$ cat src/rtl/xcv5_icc_commit.sv
// ICC commit stage: aligns the cycle-0 ALU result with the cycle-1 flags and commits per-thread ICC.
// Optional macro ICC_FWD_EN enables the write-first bypass on the registered ICC read port.
module xcv5_icc_commit #(
    parameter int unsigned NTHREAD = 64,
    parameter int unsigned TIDW    = 6
) (
    input  logic            gclk,
    input  logic            rst,
    input  logic            in_valid,
    input  logic [TIDW-1:0] in_tid,
    input  logic            in_setcc,
    input  logic [31:0]     in_result,
    input  logic            flag_valid,
    input  logic [3:0]      flag_icc,
    input  logic            flag_tag_overflow,
    input  logic            flag_annul,
    input  logic [TIDW-1:0] rd_tid,
    output logic [3:0]      rd_icc,
    output logic            wb_valid,
    output logic [TIDW-1:0] wb_tid,
    output logic [31:0]     wb_result,
    output logic [3:0]      wb_icc,
    output logic            trap_tag_ovf,
    output logic            busy,
    output logic            protocol_err
);

    typedef enum logic {ST_INIT, ST_RUN} state_t;

    state_t          r_state;
    state_t          w_state_nxt;
    logic [TIDW-1:0] r_init_cnt;
    logic            w_init_last;
    logic            w_run;

    logic            r_s1_valid;
    logic [TIDW-1:0] r_s1_tid;
    logic            r_s1_setcc;
    logic [31:0]     r_s1_result;

    logic            w_kill;
    logic            w_commit;
    logic            w_icc_we;
    logic [TIDW-1:0] w_icc_waddr;
    logic [3:0]      w_icc_wdata;
    logic [3:0]      w_rd_data;

    // Distributed RAM, no reset: contents are cleared by the INIT sweep.
    logic [3:0]      r_icc [NTHREAD];

    assign w_init_last = (r_init_cnt == TIDW'(NTHREAD - 1));
    assign w_run       = (r_state == ST_RUN);
    assign busy        = (r_state == ST_INIT);
    assign w_kill      = flag_annul | ~r_s1_valid;
    assign w_commit    = ~w_kill & r_s1_setcc & ~flag_tag_overflow;

    always_ff @(posedge gclk) begin
        if (rst) r_state <= ST_INIT;
        else     r_state <= w_state_nxt;
    end

    always_comb begin
        w_state_nxt = r_state;
        case (r_state)
            ST_INIT: if (w_init_last) w_state_nxt = ST_RUN;
            ST_RUN:  w_state_nxt = ST_RUN;
            default: w_state_nxt = ST_INIT;
        endcase
    end

    // ICC file write port: INIT sweep zeroes entries, RUN commits flags; reset suppresses both.
    always_comb begin
        w_icc_we    = 1'b0;
        w_icc_waddr = r_init_cnt;
        w_icc_wdata = 4'b0000;
        case (r_state)
            ST_INIT: w_icc_we = ~rst;
            ST_RUN: begin
                w_icc_we    = ~rst & w_commit;
                w_icc_waddr = r_s1_tid;
                w_icc_wdata = flag_icc;
            end
            default: w_icc_we = 1'b0;
        endcase
    end

    always_ff @(posedge gclk) begin
        if (rst)        r_init_cnt <= '0;
        else if (busy)  r_init_cnt <= r_init_cnt + TIDW'(1);
    end

    always_ff @(posedge gclk) begin
        if (w_icc_we) r_icc[w_icc_waddr] <= w_icc_wdata;
    end

`ifdef ICC_FWD_EN
    assign w_rd_data = (w_commit && (r_s1_tid == rd_tid)) ? flag_icc : r_icc[rd_tid];
`else
    assign w_rd_data = r_icc[rd_tid];
`endif

    always_ff @(posedge gclk) begin
        if (rst)        rd_icc <= 4'b0000;
        else if (w_run) rd_icc <= w_rd_data;
        else            rd_icc <= 4'b0000;
    end

    // S0 -> S1: valid follows in_valid every cycle, payload only on a valid op.
    always_ff @(posedge gclk) begin
        if (rst) begin
            r_s1_valid  <= 1'b0;
            r_s1_tid    <= '0;
            r_s1_setcc  <= 1'b0;
            r_s1_result <= '0;
        end else begin
            r_s1_valid <= w_run & in_valid;
            if (w_run && in_valid) begin
                r_s1_tid    <= in_tid;
                r_s1_setcc  <= in_setcc;
                r_s1_result <= in_result;
            end
        end
    end

    // S1 -> S2: fallback ICC reads the file after any prior commit to the same thread.
    always_ff @(posedge gclk) begin
        if (rst) begin
            wb_valid     <= 1'b0;
            wb_tid       <= '0;
            wb_result    <= '0;
            wb_icc       <= 4'b0000;
            trap_tag_ovf <= 1'b0;
        end else if (w_run) begin
            wb_valid     <= r_s1_valid & ~flag_annul;
            wb_tid       <= r_s1_tid;
            wb_result    <= r_s1_result;
            wb_icc       <= w_commit ? flag_icc : r_icc[r_s1_tid];
            trap_tag_ovf <= r_s1_valid & ~flag_annul & flag_tag_overflow;
        end else begin
            wb_valid     <= 1'b0;
            trap_tag_ovf <= 1'b0;
        end
    end

    always_ff @(posedge gclk) begin
        if (rst)                                   protocol_err <= 1'b0;
        else if (w_run && (flag_valid != r_s1_valid)) protocol_err <= 1'b1;
    end

endmodule

$ cat config.mk
export PLATFORM = sky130hd
export DESIGN_NAME = xcv5_icc_commit
export DESIGN_NICKNAME = d
export VERILOG_FILES = /design/src/rtl/xcv5_icc_commit.sv
export SDC_FILE = /design/constraint.sdc
export NUM_CORES = 1
export LEC_CHECK = 0
export BUFFER_PORTS_ARGS = -buffer_cell sky130_fd_sc_hd__buf_2
export CORE_MARGIN = 2
export CORE_UTILIZATION = 63
export CTS_BUF_LIST = sky130_fd_sc_hd__clkbuf_4 sky130_fd_sc_hd__clkbuf_8
export DETAILED_ROUTE_END_ITERATION = 6
export PLACE_DENSITY_LB_ADDON = 0.05
export SKIP_LAST_GASP = 1
export SLEW_MARGIN = 20
export SYNTH_ARGS = -nofsm -noshare
export SYNTH_HDL_FRONTEND = slang
export SYNTH_SLANG_ARGS = --single-unit
$ cat constraint.sdc
create_clock -name gclk -period 3.5 [get_ports gclk]
set_input_delay 0.525 -clock gclk [delete_from_list [all_inputs] [get_ports gclk]]
set_output_delay 0.525 -clock gclk [all_outputs]
set_load 0.01 [all_outputs]
==> qor.yml, run 1 <==
finish:
  fin_util_pct: 72.9
  nets: 1189
  drive_gt1_share_pct: 32.2
  n_fill_cell: 1575
  stdcell_count: 1502
  area_delta_synth_final_pct: 13.4
timing:
  finClkSkew_ns: 0.0250
  timing.final.crit_period_ns: 2.74
  tightest_slew_ns: 0.969
  fmax_mhz: 365
  slew_violations: 0
  rsz0062_at_grt: "no"
  fin_crit_sh_pct: 78.2
  hold_viol: 0
  tns_ns: 0
  relSlewSlack_pct: 35.4
  finalSetupViolations: 0
  fin_ws_ns: 0.763
routing:
  vias_per_cell: 6.53
  dr.pass1.iters: 5
  wl_um: 38000
  wl_per_cell_um: 25.3
  vias: 9810
  first_iter_violations: 1111
  ant_nets: 0
  drc: 0
die:
  die_area_um2: 26100
  ioPinCount: 105
  initial_utilization_pct: 64.2
  core_area_um2: 24300
  chipWidth_um: 161
  die_h_um: 161
  rows: 57
logic_synthesis:
  synth.most_common_cell: "edfxtp_1"
  ys_top_cells_by_count: "edfxtp_1, mux4_2, nor2_1"
  async_flop_share_pct: 0
  synth_area_leaders: "edfxtp_1, mux4_2, dfxtp_1"
  seq_area_frac_synth_pct: 61.5
  ys.flop_type: "edfxtp_1"
  synth_seq_cells: 352
  yosysWarnings: 0
  synth_edf_count: 256
  syn_area_per_cell_um2: 15.3
  syn_inst: 1018
  synth.top_cell.area_share_pct: 49.2
  yosysUniqueCellTypes: 47
  synth_area_leader_cell: "edfxtp_1"
  synth.net_count: 1074
  synth_area_um2: 15600
setup_path:
  critPathBufInv: 1
  crit_path_start_kind: "flop"
  cp_data_arrival_time_ns: 3.17
  path_cells: "buf_4 > mux4_2 > mux2i_1 > a21oi_1 > o21ai_0 > a31oi_1"
  crit_family: "flip-flops"
  crit_slowest_cell: "dfxtp_4"
  slowest_delay_ns: 0.84
  crit_path_end_kind: "flop"
  path_max_fanout: 46
  critPathKind: "flop to flop"
  required_ns: 3.93
cts:
  cts_buffers: 55
  cts_tree: "built"
  ctsResizeCount: 0
  clockBufferDepth: 3
  clockRootBuffer: "clkbuf_8"
  path_clk_slew_ns: 0.06
  h-tree-depth: 2
  cts_hold_buf: 0
  cts_sinks: 352
  post_cts_buffers: 0
  clk_latency_ns: 0.58
global_route:
  antenna_found_initial: 2
  grt-ovfl-total: 0
  grt_pass1_wl_um: 57500
  grt_max_degree: 92
  first_global_vias: 9550
  globalRouteTotalUtil_pct: 29.8
placed_design:
  place_congestion: 0.921
  dp_slack_ns: 0.648
  place_inst: 1400
  portBuffers: 104
  post-dp-hpwl_um: 25600
power_and_ir_drop:
  p_leak_uw: 0.00607
  ir_worst_vdd_uv: 443
  power_density_nw_per_um2: 482
outcome:
  status: "completed"
job:
  drv_cap: 0
hold_path:
  worstHoldPathType: "input pin to flop"
## sequential cells by signal (all words and copies together) (netlist names), 4 cells and up
signal and flops:
r_icc 256, r_s1_result 32, wb_result 32, r_init_cnt 6, r_s1_tid 6, wb_tid 6
rd_icc 4, wb_icc 4
## path summary, 6_finish.rpt
path	start	slack (ns)	end	depth (start not counted)
max	r_s1_tid[1]	0.76	wb_icc[3]	6
min	in_tid[1]	0.18	r_s1_tid[1]	3
max reg2reg	r_s1_tid[1]	0.76	wb_icc[3]	6
min reg2reg	r_s1_result[11]	0.45	r_s1_result[11]	2
## through the flow
stage          power, uW  instance area [um2]  hold slack, ns
3_3_place_gp        4800                16500           0.441
2_1_floorplan       4720                15600           0.431
3_5_place_dp        4810                16500           0.448
5_1_grt             8780                17700           0.169
6_report            8540                17700           0.183
4_1_cts             8590                17700           0.148
## per-layer routing
layer | wire length, um | vias up | track usage [%] | part of all wire, %
li1 | - | 4212 | - | -
met1 | 14900 | 4940 | 42.3 | 39
met5 | 11 | - | 0 | 0.029
met2 | 18100 | 587 | 46.6 | 48
met4 | 852 | 2 | 8.44 | 2.2
met3 | 4160 | 69 | 7.68 | 11
## worst reg2reg max path: cells and delay by family (launching register included)
family	cells	cell delay [ns]
compound gates	3	0.83
flops	1	0.84
buf+inv	1	0.40
mux	2	0.52
## layout make-up
type	instances	area, um2	area share, %
Sequential cell	352	9620	54.3
Multi-Input combinational cell	591	5630	31.8
Clock buffer	76	946	5.34
Timing Repair Buffer	129	811	4.57
Tap cell	324	405	2.29
Clock inverter	25	292	1.65
Inverter	4	15.0	0.0847
Antenna cell	1	2.50	0.0141
## cells by family after synthesis
logic type | synth area share (%)
flip-flops | 61.5
AND/OR/NAND/NOR | 7.51
multiplexers | 24.0
AO/OA/AOI/OAI | 4.22
buffers and inverters | 2.49
XOR/XNOR | 0.224
adder cells (fa/ha/maj) | 0.0801
## report_power, final
group          internal, uW  switching (uW)
combinational           138             148
clock                  2270            1550
sequential             4430            10.8
total                  6830            1710
## cell usage in the layout (no fill, tap or decap), types with 4 or more instances in the layout
cell / Yosys / final
a21oi_1: 48 / 48
mux2i_1: 50 / 50
clkinv_1: 0 / 9
a221oi_1: 6 / 6
nand3_1: 8 / 8
buf_12: 0 / 8
a22oi_1: 13 / 13
or3_1: 4 / 4
mux2_2: 8 / 8
buf_4: 6 / 18
bufinv_16: 0 / 7
a211oi_1: 5 / 5
inv_1: 4 / 4
edfxtp_1: 256 / 256
nand2_1: 117 / 117
buf_2: 8 / 103
mux4_2: 140 / 140
dfxtp_1: 96 / 92
clkbuf_4: 0 / 16
nor2_1: 122 / 122
o22ai_1: 7 / 7
clkbuf_8: 0 / 60
clkinv_2: 0 / 8
o21ai_0: 10 / 10
nor2b_1: 8 / 8
and2_2: 0 / 4
and2_1: 9 / 5
(Power assumes the default switching activity.)
==> inputs of run 2 (changes only) <==
==> constraint.sdc (replaced) <==
create_clock -name gclk -period 2.62 [get_ports gclk]
set_input_delay 0.393 -clock gclk [delete_from_list [all_inputs] [get_ports gclk]]
set_output_delay 0.393 -clock gclk [all_outputs]
set_load 0.01 [all_outputs]
==> qor.yml, run 2 (synthesized netlist as in run 1, its figures left out) <==
power_and_ir_drop:
  fin_total_pwr_uw: 10900  # was 8540 uW
  p_leak_uw: 0.00613  # was 0.00607 uW
  power_density_nw_per_um2: 614  # was 482 nW/um2
  ir_worst_vdd_uv: 559  # was 443 uV
cts:
  clk_latency_ns: 0.59  # was 0.58 ns
  cts_tree: "built"  # unchanged
  cts_sinks: 352  # unchanged
  clockBufferDepth: 3  # unchanged
  ctsResizeCount: 0  # unchanged
  path_clk_slew_ns: 0.06  # about the same
  h-tree-depth: 2  # unchanged
  cts_buffers: 53  # was 55
  post_cts_buffers: 0  # unchanged
  clockRootBuffer: "clkbuf_8"  # unchanged
  cts_hold_buf: 0  # unchanged
finish:
  nets: 1212  # was 1189
  largest_reg_flops: 256  # unchanged
  stdcell_count: 1523  # was 1502
  layout_common_cells: "edfxtp_1, mux4_2, nor2_1, nand2_1, buf_2"  # unchanged
  n_fill_cell: 1583  # was 1575
  final_common_cell: "edfxtp_1"  # unchanged
  antennaDiodeCount: 0  # was 1
  top_regs: "r_icc: 256 flops, r_s1_result: 32 flops, wb_result: 32 flops"  # unchanged
  drive_gt1_share_pct: 33.4  # was 32.2%
  area_delta_synth_final_pct: 14.0  # was 13.4%
  regMostFlops: "r_icc"  # unchanged
die:
  core_area_um2: 24300  # unchanged
  chipWidth_um: 161  # unchanged
  die_area_um2: 26100  # unchanged
  ioPinCount: 105  # unchanged
  die_h_um: 161  # unchanged
  initial_utilization_pct: 64.2  # unchanged
  rows: 57  # unchanged
global_route:
  grt_pass1_wl_um: 59300  # was 57500 um
  first_global_vias: 9891  # was 9550
  grt_max_degree: 83  # was 92
  grt-ovfl-total: 0  # unchanged
  antenna_found_initial: 0  # was 2
  globalRouteTotalUtil_pct: 30.6  # was 29.8%
routing:
  wl_um: 38600  # was 38000 um
  ant_nets: 0  # unchanged
  vias: 9890  # was 9810
  drc: 0  # unchanged
  first_iter_violations: 1285  # was 1111
  wl_per_cell_um: 25.4  # was 25.3 um
  vias_per_cell: 6.49  # was 6.53
  dr.pass1.iters: 5  # unchanged
timing:
  tightest_slew_ns: 0.942  # was 0.969 ns
  finalSetupViolations: 0  # unchanged
  slew_violations: 0  # unchanged
  fmax_mhz: 402  # was 365 MHz
  tns_ns: 0  # unchanged
  fin_crit_sh_pct: 94.9  # was 78.2%
  rsz0062_at_grt: "no"  # unchanged
  finClkSkew_ns: 0.0175  # was 0.0250 ns
  timing.final.crit_period_ns: 2.49  # was 2.74 ns
  relSlewSlack_pct: 36.6  # was 35.4%
  hold_viol: 0  # unchanged
setup_path:
  crit_slowest_cell: "dfxtp_4"  # unchanged
  crit_start: "r_state"  # was r_s1_tid[1]
  r2r-start: "r_state"  # was r_s1_tid[1]
  critPathKind: "flop to flop"  # unchanged
  worst-path-stages: 6  # unchanged
  ff2ff_path_depth: 6  # unchanged
  crit_path_start_kind: "flop"  # unchanged
  critPathBufInv: 2  # was 1
  endpoint: "r_icc[44][2]"  # was wb_icc[3]
  path_cells: "inv_1 > o21bai_1 > nor2b_1 > nand2_1 > buf_4 > nor2_1"  # was buf_4 > mux4_2 > mux2i_1 > a21oi_1 > o21ai_0 > a31oi_1
  r2r_end: "r_icc[44][2]"  # was wb_icc[3]
  reg2reg_setup_slack_ns: 0.13  # was 0.76 ns
  path_max_fanout: 23  # was 46
  slowest_delay_ns: 0.42  # was 0.84 ns
  cp_data_arrival_time_ns: 2.70  # was 3.17 ns
  crit_family: "simple AND/OR/NAND/NOR gates"  # was flip-flops
  crit_path_end_kind: "flop"  # unchanged
  required_ns: 2.83  # was 3.93 ns
placed_design:
  portBuffers: 104  # unchanged
  place_inst: 1425  # was 1400
  post-dp-hpwl_um: 26500  # was 25600 um
  place_congestion: 0.945  # was 0.921
hold_path:
  worstHoldPathType: "input pin to flop"  # unchanged
job:
  drv_cap: 0  # unchanged
outcome:
  status: "completed"  # unchanged
## run 2: cell count changes in the layout (fill, tap and decap cells not counted)
| cell | previous run | this run |
|---|---|---|
| buf_4 | 18 | 41 |
| clkbuf_4 | 16 | 11 |
| clkinv_2 | 8 | 13 |
| bufinv_16 | 7 | 3 |
| buf_12 | 8 | 10 |
| clkinv_1 | 9 | 10 |
| diode_2 | 1 | 0 |
## run 2: where the power goes
part           leakage (uW)  total, uW  switching [uW]  internal [uW]
clock              0.000591       4600            2050           2550
combinational       0.00223        399             201            198
sequential          0.00331       5930            13.4           5910
## run 2: area by class of cell
class | instances | area, um2 | area share, %
Timing Repair Buffer | 154 | 1020 | 5.75
Clock inverter | 27 | 200 | 1.12
Sequential cell | 352 | 9620 | 54.0
Clock buffer | 71 | 908 | 5.10
Inverter | 4 | 15.0 | 0.0843
Multi-Input combinational cell | 591 | 5630 | 31.6
Tap cell | 324 | 405 | 2.28
## run 2: metal layers
layer / global-route usage, % / vias up / part of all wire (%)
met4: 12.7 / 0 / 3.7
li1: - / 4257 / -
met3: 7.22 / 105 / 11
met2: 46.3 / 622 / 46
met5: 0 / - / 0
met1: 43.6 / 4906 / 39
## run 2: tightest hold or removal path: cells and delay by family
kind	cells	cell delay [ns]
and+or+nand+nor	1	0.04
buffers and inverters	1	0.09
AOI/OAI and AO/OA	1	0.05
## run 2: stage by stage
stage                     setup slack, ns  hold slack (ns)  area [um2]  util (%)
final                               0.135           0.0383       17800      73.2
after floorplan                     0.185            0.431       15600         -
after CTS                           0.221          0.00570       17800      73.2
after global routing               0.0903           0.0375       17800      73.2
after detailed placement            0.146            0.448       16700      68.6
after global placement              0.127            0.442       16700      68.6
## run 2: worst min path at each step
stage,start,endpoint,slack (ns),depth (start not counted)
6_report,in_tid[0],r_s1_tid[0],0.04,3
5_1_grt,in_valid,r_s1_valid,0.04,2
2_1_floorplan,r_s1_setcc,r_s1_setcc,0.43,2
3_5_place_dp,r_s1_result[24],r_s1_result[24],0.45,2
4_1_cts,flag_tag_overflow,trap_tag_ovf,0.006,2
3_3_place_gp,r_s1_result[14],r_s1_result[14],0.44,2
